--- src/rtl/seg_scan_if.sv ---
// Load/ready handshake bundle for the scanned decimal display driver.
// master = value producer, slave = converter.
interface seg_scan_if #(
   parameter int WIDTH = 32
);
   logic [WIDTH-1:0] value;
   logic             load;
   logic             ready;
   logic             done;
   logic             overflow;

   modport master (
      output value,
      output load,
      input  ready,
      input  done,
      input  overflow
   );

   modport slave (
      input  value,
      input  load,
      output ready,
      output done,
      output overflow
   );
endinterface

--- src/rtl/seg_scan_driver.sv ---
// Binary-to-BCD converter (serial double dabble, one bit per clock) feeding a
// display register that is time-multiplexed onto a shared active-low segment bus.
module seg_scan_driver #(
   parameter int WIDTH    = 32,
   parameter int DIGITS   = 4,
   parameter int SCAN_DIV = 50000
) (
   input  logic              clk,
   input  logic              reset_n,
   seg_scan_if.slave         bus,
   input  logic              lz_blank,
   input  logic              blank,
   output logic [6:0]        seg,
   output logic [DIGITS-1:0] digit_en
);

   localparam int BCDW = 4 * DIGITS;
   localparam int CNTW = $clog2(WIDTH);
   localparam int SCW  = (SCAN_DIV > 1) ? $clog2(SCAN_DIV) : 1;
   localparam int IDXW = (DIGITS > 1) ? $clog2(DIGITS) : 1;

   typedef enum logic {IDLE, SHIFT} state_t;

   state_t            state_q, state_d;
   logic [WIDTH-1:0]  bin_q, bin_d;
   logic [BCDW-1:0]   bcd_q, bcd_d;
   logic              sticky_q, sticky_d;
   logic [CNTW-1:0]   cnt_q, cnt_d;
   logic [BCDW-1:0]   disp_q, disp_d;
   logic              ovf_q, ovf_d;
   logic              done_q, done_d;
   logic [SCW-1:0]    scan_cnt_q, scan_cnt_d;
   logic [IDXW-1:0]   scan_idx_q, scan_idx_d;
   logic [6:0]        seg_q, seg_d;
   logic [DIGITS-1:0] digit_en_q, digit_en_d;

   logic [BCDW-1:0]   bcd_adj;
   logic [BCDW-1:0]   bcd_shift;
   logic              carry;
   logic              last;
   logic [3:0]        cur_digit;
   logic              upper_nz;
   logic [6:0]        decoded;
   logic              wrap;

   always_ff @(posedge clk or negedge reset_n) begin
      if (!reset_n) begin
         state_q    <= IDLE;
         bin_q      <= '0;
         bcd_q      <= '0;
         sticky_q   <= 1'b0;
         cnt_q      <= '0;
         disp_q     <= '0;
         ovf_q      <= 1'b0;
         done_q     <= 1'b0;
         scan_cnt_q <= '0;
         scan_idx_q <= '0;
         seg_q      <= 7'h7F;
         digit_en_q <= '0;
      end else begin
         state_q    <= state_d;
         bin_q      <= bin_d;
         bcd_q      <= bcd_d;
         sticky_q   <= sticky_d;
         cnt_q      <= cnt_d;
         disp_q     <= disp_d;
         ovf_q      <= ovf_d;
         done_q     <= done_d;
         scan_cnt_q <= scan_cnt_d;
         scan_idx_q <= scan_idx_d;
         seg_q      <= seg_d;
         digit_en_q <= digit_en_d;
      end
   end

   // Conversion FSM. The final SHIFT cycle also accepts a new load so that
   // back-to-back conversions run at one result every WIDTH cycles.
   always_comb begin
      state_d  = state_q;
      bin_d    = bin_q;
      bcd_d    = bcd_q;
      sticky_d = sticky_q;
      cnt_d    = cnt_q;
      disp_d   = disp_q;
      ovf_d    = ovf_q;
      done_d   = 1'b0;

      bcd_adj = bcd_q;
      for (int i = 0; i < DIGITS; i++) begin
         if (bcd_q[i*4 +: 4] >= 4'd5) begin
            bcd_adj[i*4 +: 4] = bcd_q[i*4 +: 4] + 4'd3;
         end
      end
      {carry, bcd_shift} = {bcd_adj, bin_q[WIDTH-1]};
      last = (state_q == SHIFT) && (cnt_q == CNTW'(WIDTH - 1));

      if (state_q == SHIFT) begin
         bcd_d    = bcd_shift;
         bin_d    = {bin_q[WIDTH-2:0], 1'b0};
         sticky_d = sticky_q | carry;
         cnt_d    = cnt_q + CNTW'(1);
         if (last) begin
            disp_d  = bcd_shift;
            ovf_d   = sticky_q | carry;
            done_d  = 1'b1;
            state_d = IDLE;
         end
      end

      if (bus.load && ((state_q == IDLE) || last)) begin
         bin_d    = bus.value;
         bcd_d    = '0;
         sticky_d = 1'b0;
         cnt_d    = '0;
         state_d  = SHIFT;
      end
   end

   // Scan timing, digit select and segment decode with blanking.
   always_comb begin
      scan_cnt_d = scan_cnt_q;
      scan_idx_d = scan_idx_q;
      cur_digit  = 4'd0;
      upper_nz   = 1'b0;
      decoded    = 7'h7F;
      seg_d      = 7'h7F;
      digit_en_d = '0;

      wrap = (scan_cnt_q == SCW'(SCAN_DIV - 1));
      if (wrap) begin
         scan_cnt_d = '0;
         scan_idx_d = (scan_idx_q == IDXW'(DIGITS - 1)) ? '0 : scan_idx_q + IDXW'(1);
      end else begin
         scan_cnt_d = scan_cnt_q + SCW'(1);
      end

      for (int i = 0; i < DIGITS; i++) begin
         if (scan_idx_q == IDXW'(i)) begin
            cur_digit = disp_q[i*4 +: 4];
         end
         if ((IDXW'(i) >= scan_idx_q) && (disp_q[i*4 +: 4] != 4'd0)) begin
            upper_nz = 1'b1;
         end
      end

      case (cur_digit)
         4'd0:    decoded = 7'h40;
         4'd1:    decoded = 7'h79;
         4'd2:    decoded = 7'h24;
         4'd3:    decoded = 7'h30;
         4'd4:    decoded = 7'h19;
         4'd5:    decoded = 7'h12;
         4'd6:    decoded = 7'h02;
         4'd7:    decoded = 7'h78;
         4'd8:    decoded = 7'h00;
         4'd9:    decoded = 7'h10;
         default: decoded = 7'h7F;
      endcase

      if (blank || (lz_blank && (scan_idx_q != '0) && !upper_nz)) begin
         seg_d = 7'h7F;
      end else begin
         seg_d = decoded;
      end
      digit_en_d = DIGITS'(1) << scan_idx_q;
   end

   assign bus.ready    = (state_q == IDLE);
   assign bus.done     = done_q;
   assign bus.overflow = ovf_q;
   assign seg          = seg_q;
   assign digit_en     = digit_en_q;

endmodule

--- src/flat_wrapper.sv ---
// flat-port wrapper written by rule: the top's interface ports become plain ports
module seg_scan_driver_flat 
#(
   parameter int WIDTH    = 32,
   parameter int DIGITS   = 4,
   parameter int SCAN_DIV = 50000
)
  (clk, reset_n, lz_blank, blank, seg, digit_en, bus_value, bus_load, bus_ready, bus_done, bus_overflow);
  seg_scan_if #(.WIDTH(WIDTH)) bus_i ();
  input  logic clk;
  input  logic reset_n;
  input  logic lz_blank;
  input  logic blank;
  output logic [6:0] seg;
  output logic [DIGITS-1:0] digit_en;
  input wire logic [$bits(bus_i.value)-1:0] bus_value;
  input wire logic [$bits(bus_i.load)-1:0] bus_load;
  output wire logic [$bits(bus_i.ready)-1:0] bus_ready;
  output wire logic [$bits(bus_i.done)-1:0] bus_done;
  output wire logic [$bits(bus_i.overflow)-1:0] bus_overflow;
  assign bus_i.value = bus_value;
  assign bus_i.load = bus_load;
  assign bus_ready = bus_i.ready;
  assign bus_done = bus_i.done;
  assign bus_overflow = bus_i.overflow;
  seg_scan_driver #(.WIDTH(WIDTH), .DIGITS(DIGITS), .SCAN_DIV(SCAN_DIV)) u_core (.clk(clk), .reset_n(reset_n), .bus(bus_i), .lz_blank(lz_blank), .blank(blank), .seg(seg), .digit_en(digit_en));
endmodule
--- config.mk ---
export PLATFORM = sky130hd
export DESIGN_NAME = seg_scan_driver_flat
export DESIGN_NICKNAME = d
export VERILOG_FILES = /design/src/rtl/seg_scan_if.sv /design/src/rtl/seg_scan_driver.sv /design/src/flat_wrapper.sv
export SDC_FILE = /design/constraint.sdc
export NUM_CORES = 1
export LEC_CHECK = 0
export CAP_MARGIN = 20
export CORE_ASPECT_RATIO = 0.6
export CORE_UTILIZATION = 35
export DETAILED_ROUTE_END_ITERATION = 10
export PLACE_DENSITY = 0.65
export SLEW_MARGIN = 20
export SYNTH_ARGS = -nofsm -noshare
export SYNTH_HDL_FRONTEND = slang
export SYNTH_SLANG_ARGS = --single-unit
--- constraint.sdc ---
create_clock -name clk -period 1.8 [get_ports clk]
set_input_delay 0.27 -clock clk [delete_from_list [all_inputs] [get_ports clk]]
set_output_delay 0.27 -clock clk [all_outputs]
set_load 0.01 [all_outputs]
==> metrics.txt <==
# TYPE chip_impl_metric gauge
chip_impl_info{name="violations",value="negative setup slack"} 1
chip_impl_info{name="startpoint_type",value="register"} 1
chip_impl_metric{name="basic_gate_share_of_the_synthesized_area_counting_and_or_nand_and_nor_cells",unit=""} 0.172
chip_impl_metric{name="groute.usage.overall",unit=""} 0.155
chip_impl_metric{name="p_per_area",unit="mW/mm^2"} 1390
chip_impl_metric{name="globalRoute.totalOverflow",unit=""} 0
chip_impl_metric{name="synthXorXnorAreaFrac",unit=""} 0.0365
chip_impl_metric{name="sequential_element_share_of_the_synthesized_area",unit=""} 0.509
chip_impl_metric{name="post_synth.cell_area_avg",unit="um^2"} 10.2
chip_impl_info{name="path_class",value="reg2reg"} 1
chip_impl_info{name="rsz0062_at_grt",value="true"} 1
chip_impl_metric{name="grt_pass1_vias",unit=""} 3822
chip_impl_metric{name="core_area",unit="mm^2"} 0.0138
chip_impl_metric{name="final_core_util",unit=""} 0.483
chip_impl_metric{name="place_hpwl",unit="mm"} 7.32
chip_impl_metric{name="die-width",unit="um"} 157
chip_impl_metric{name="cts_max_path_buffers",unit=""} 2
chip_impl_metric{name="muxShareOfSynthArea",unit=""} 0.0985
chip_impl_metric{name="worst_hold_slack",unit="ns"} 0.445
chip_impl_metric{name="achievable-frequency",unit="GHz"} 0.553
chip_impl_metric{name="filler_cell_count",unit=""} 1255
chip_impl_metric{name="timing.max_cap.violations",unit=""} 0
chip_impl_metric{name="clkSlewWorstSetupHoldPaths",unit="ns"} 0.07
chip_impl_metric{name="crit_required",unit="ns"} 2.09
chip_impl_metric{name="post-place-ws",unit="ns"} -0.123
chip_impl_metric{name="vias",unit=""} 3729
chip_impl_metric{name="fin_nets",unit=""} 627
chip_impl_metric{name="via_per_inst",unit=""} 4.84
chip_impl_info{name="status",value="complete, but fails checks"} 1
chip_impl_metric{name="synth_compound_gate_area_share",unit=""} 0.108
chip_impl_metric{name="floorplan.die_area",unit="mm^2"} 0.0149
chip_impl_metric{name="ant_nets",unit=""} 0
chip_impl_metric{name="cts_num_sinks",unit=""} 102
chip_impl_metric{name="io_buffer_count",unit=""} 50
chip_impl_metric{name="die_h",unit="um"} 94.9
chip_impl_metric{name="timing.final.setup_violations",unit=""} 1
chip_impl_metric{name="number_of_synthesized_flops_with_an_enable_pin",unit=""} 0
chip_impl_metric{name="synth-async-reset-ratio",unit=""} 1.00
chip_impl_info{name="worst_hold_path_type",value="in2async"} 1
chip_impl_metric{name="wire_length_of_the_first_global_routing_pass",unit="mm"} 18.0
chip_impl_metric{name="report.final.slew_viol_count",unit=""} 0
chip_impl_info{name="largest_family_of_logic_cells_by_synthesized_area",value="simple AND/OR/NAND/NOR gates"} 1
chip_impl_metric{name="count_of_cell_types_in_the_netlist",unit=""} 50
chip_impl_metric{name="route.detailed.wl_per_inst",unit="um"} 14.4
chip_impl_metric{name="synth-warning-count",unit=""} 0
chip_impl_info{name="ys.flop_type",value="dfrtp_1"} 1
chip_impl_metric{name="finalClockSkew",unit="ns"} 0.00756
chip_impl_metric{name="worstMarginPinSlew",unit="ns"} 0.539
chip_impl_metric{name="drc",unit=""} 0
chip_impl_metric{name="mappedNetlistArea",unit="mm^2"} 0.00503
chip_impl_metric{name="final_estimated_routing_congestion_in_global_placement",unit=""} 0.822
chip_impl_metric{name="number_of_drc_violations_after_detailed_routing_iteration_0",unit=""} 220
chip_impl_metric{name="crit_fanout",unit=""} 8
chip_impl_metric{name="post_route_cells_drive_above_1_share",unit=""} 0.201
chip_impl_metric{name="grt_max_degree",unit=""} 39
chip_impl_metric{name="num_rows",unit=""} 33
chip_impl_metric{name="timing.max_slew.rel_slack",unit=""} 0.640
chip_impl_metric{name="timing.final.crit_period",unit="ns"} 1.81
chip_impl_metric{name="vdd_ir_drop_max",unit="mV"} 0.488
chip_impl_metric{name="synth.ff_latch_count",unit=""} 102
chip_impl_metric{name="layout_setup_ws",unit="ns"} -0.00791
chip_impl_metric{name="timing.final.crit_share",unit=""} 1.00
chip_impl_metric{name="mappedNetlistNets",unit=""} 545
chip_impl_metric{name="leakage",unit="nW"} 3.09
chip_impl_metric{name="layout_area_overhead",unit="%"} 32.9
chip_impl_metric{name="insertedDiodeCount",unit=""} 0
chip_impl_metric{name="initial_core_util",unit=""} 0.364
chip_impl_metric{name="grt_antenna_before_repair",unit=""} 0
chip_impl_info{name="clock_tree.root_cell",value="clkbuf_16"} 1
chip_impl_metric{name="syn-instance-count",unit=""} 491
chip_impl_metric{name="cts_inserted_buffers",unit=""} 9
chip_impl_metric{name="drtPass1Iterations",unit=""} 4
chip_impl_info{name="setup.worst_path.end_class",value="register"} 1
chip_impl_metric{name="finalHoldViolations",unit=""} 0
chip_impl_info{name="clock_tree_from_tritoncts",value="done"} 1
chip_impl_metric{name="post_synth_fa_ha_maj_area_fraction",unit=""} 0.0423
chip_impl_metric{name="crit_path_dat",unit="ns"} 2.09
chip_impl_metric{name="totalWireLength",unit="mm"} 11.1
chip_impl_metric{name="cts.htree.levels",unit=""} 3
chip_impl_metric{name="io_pins",unit=""} 51
chip_impl_metric{name="clock_insertion_delay_worst_skew",unit="ns"} 0.35
## worst paths after layout
check / startpoint / to / slack [ns] / cells after the start
worst max-delay path: u_core.scan_idx_q[0] / u_core.seg[3] / -0.008 / 6
worst min-delay path: reset_n / u_core.cnt_q[2] / 0.45 / 2
worst max register to register: u_core.scan_idx_q[0] / u_core.seg[3] / -0.008 / 6
worst min register to register: u_core.scan_cnt_q[0] / u_core.scan_cnt_q[0] / 0.45 / 1
max in group asynchronous: reset_n / u_core.seg[6] / 0.71 / 3
min in group clk: u_core.scan_cnt_q[0] / u_core.scan_cnt_q[0] / 0.45 / 1
## routing by layer
layer | vias to the layer above | GRT usage | wire length (um)
li1 | 1838 | - | -
met1 | 1833 | 0.202 | 5400
met2 | 47 | 0.259 | 5250
met4 | 0 | 0.0539 | 150
met5 | - | 0 | 0
met3 | 11 | 0.0289 | 271
## cell usage after synthesis (all sizes together), types with 2 or more instances
cell,n,area share
a211oi,9,0.015
nand3,11,0.011
nor3,3,0.0050
ha,17,0.042
o21ai,56,0.056
buf,16,0.019
nor3b,9,0.013
nand3b,5,0.0099
and3,4,0.0050
nand2b,10,0.012
nor2,39,0.029
mux2,4,0.0090
clkbuf,5,0.0037
xnor2,15,0.026
nor2b,5,0.0077
nand2,73,0.055
dfrtp,95,0.47
dfstp,7,0.037
nand4,2,0.0025
nor4,5,0.010
and2,3,0.0037
a21oi,20,0.020
inv,14,0.010
mux2i,45,0.090
xor2,6,0.010
## cell usage in the layout, fill, tap and decap left out, types with 3 or more instances in the layout
cell type | Yosys | routed
inv_1 | 13 | 11
xnor2_1 | 15 | 15
nand3_1 | 11 | 11
a21oi_2 | 0 | 6
clkbuf_16 | 0 | 13
dfrtp_1 | 95 | 93
bufinv_16 | 0 | 4
nand2_1 | 72 | 72
nand3b_1 | 4 | 4
nand2b_1 | 10 | 9
nor2_1 | 39 | 37
nor3b_1 | 9 | 7
dfstp_2 | 7 | 7
mux2i_1 | 45 | 45
buf_6 | 3 | 5
nor2b_1 | 4 | 3
buf_12 | 0 | 4
clkdlybuf4s50_1 | 0 | 49
buf_4 | 0 | 28
nor4_1 | 3 | 3
mux2_2 | 4 | 4
a211oi_2 | 2 | 5
a21oi_1 | 20 | 14
o21ai_0 | 53 | 45
o21ai_1 | 2 | 10
a211oi_4 | 0 | 3
ha_1 | 17 | 11
xor2_1 | 6 | 6
ha_4 | 0 | 4
## cell families after synthesis
logic type	Yosys count
adder cells (fa/ha/maj)	17
buffers and inverters	36
AND/OR/NAND/NOR	173
XOR/XNOR	21
AO/OA/AOI/OAI	93
multiplexers	49
flip-flops	102
## cell type report
type	count	area, um^2	area share
sequential	102	2560	0.383
multi-input combinational	354	2500	0.374
timing repair buffer	91	947	0.142
tap	192	240	0.0359
clock buffer	10	239	0.0357
clock inverter	6	133	0.0198
inverter	15	63.8	0.00954
## flip-flops by register name, indices dropped and copies added, names as in the netlist
register and count:
u_core.scan_cnt_q 16, u_core.bus.done 1, u_core.bin_q 32, u_core.bcd_q 16
u_core.digit_en 4, u_core.scan_idx_q 2, u_core.bus.overflow 1, u_core.state_q 1
u_core.disp_q 16, u_core.sticky_q 1, u_core.cnt_q 5, u_core.seg 7
## critical path, stage by stage, from the launching register on
cell and delay (ns):
dfrtp_2 0.48, ha_4 0.23, nand3b_1 0.17, a211oi_2 0.30
ha_1 0.30, a21oi_2 0.14, nand3b_1 0.12
## report_power, final
part / switching (mW) / total (mW) / internal (mW) / leakage (nW)
sequential: 0.595 / 3.65 / 3.06 / 1.29
combinational: 1.65 / 3.25 / 1.60 / 1.63
clock: 0.847 / 2.38 / 1.53 / 0.179
## stage by stage
stage / TNS (ns) / instance area [um^2] / cells / total power, mW
floorplan: 0 / 5050 / 491 / 5.54
global placement: -0.0516 / 5930 / 740 / 6.36
detailed placement: -0.558 / 5930 / 740 / 6.56
CTS: 0 / 6400 / 759 / 9.02
global route: -0.454 / 6690 / 770 / 9.93
finish: -0.00791 / 6690 / 770 / 9.28
## timing repair
action	in CTS	in global routing
hold endpoints to repair	33	0
pin swaps	1	9
hold buffers	1	0
setup buffers	2	5
setup endpoints to repair	13	55
gates resized for setup	17	41
cloned	0	6
Power figures use the tool's default switching activity.
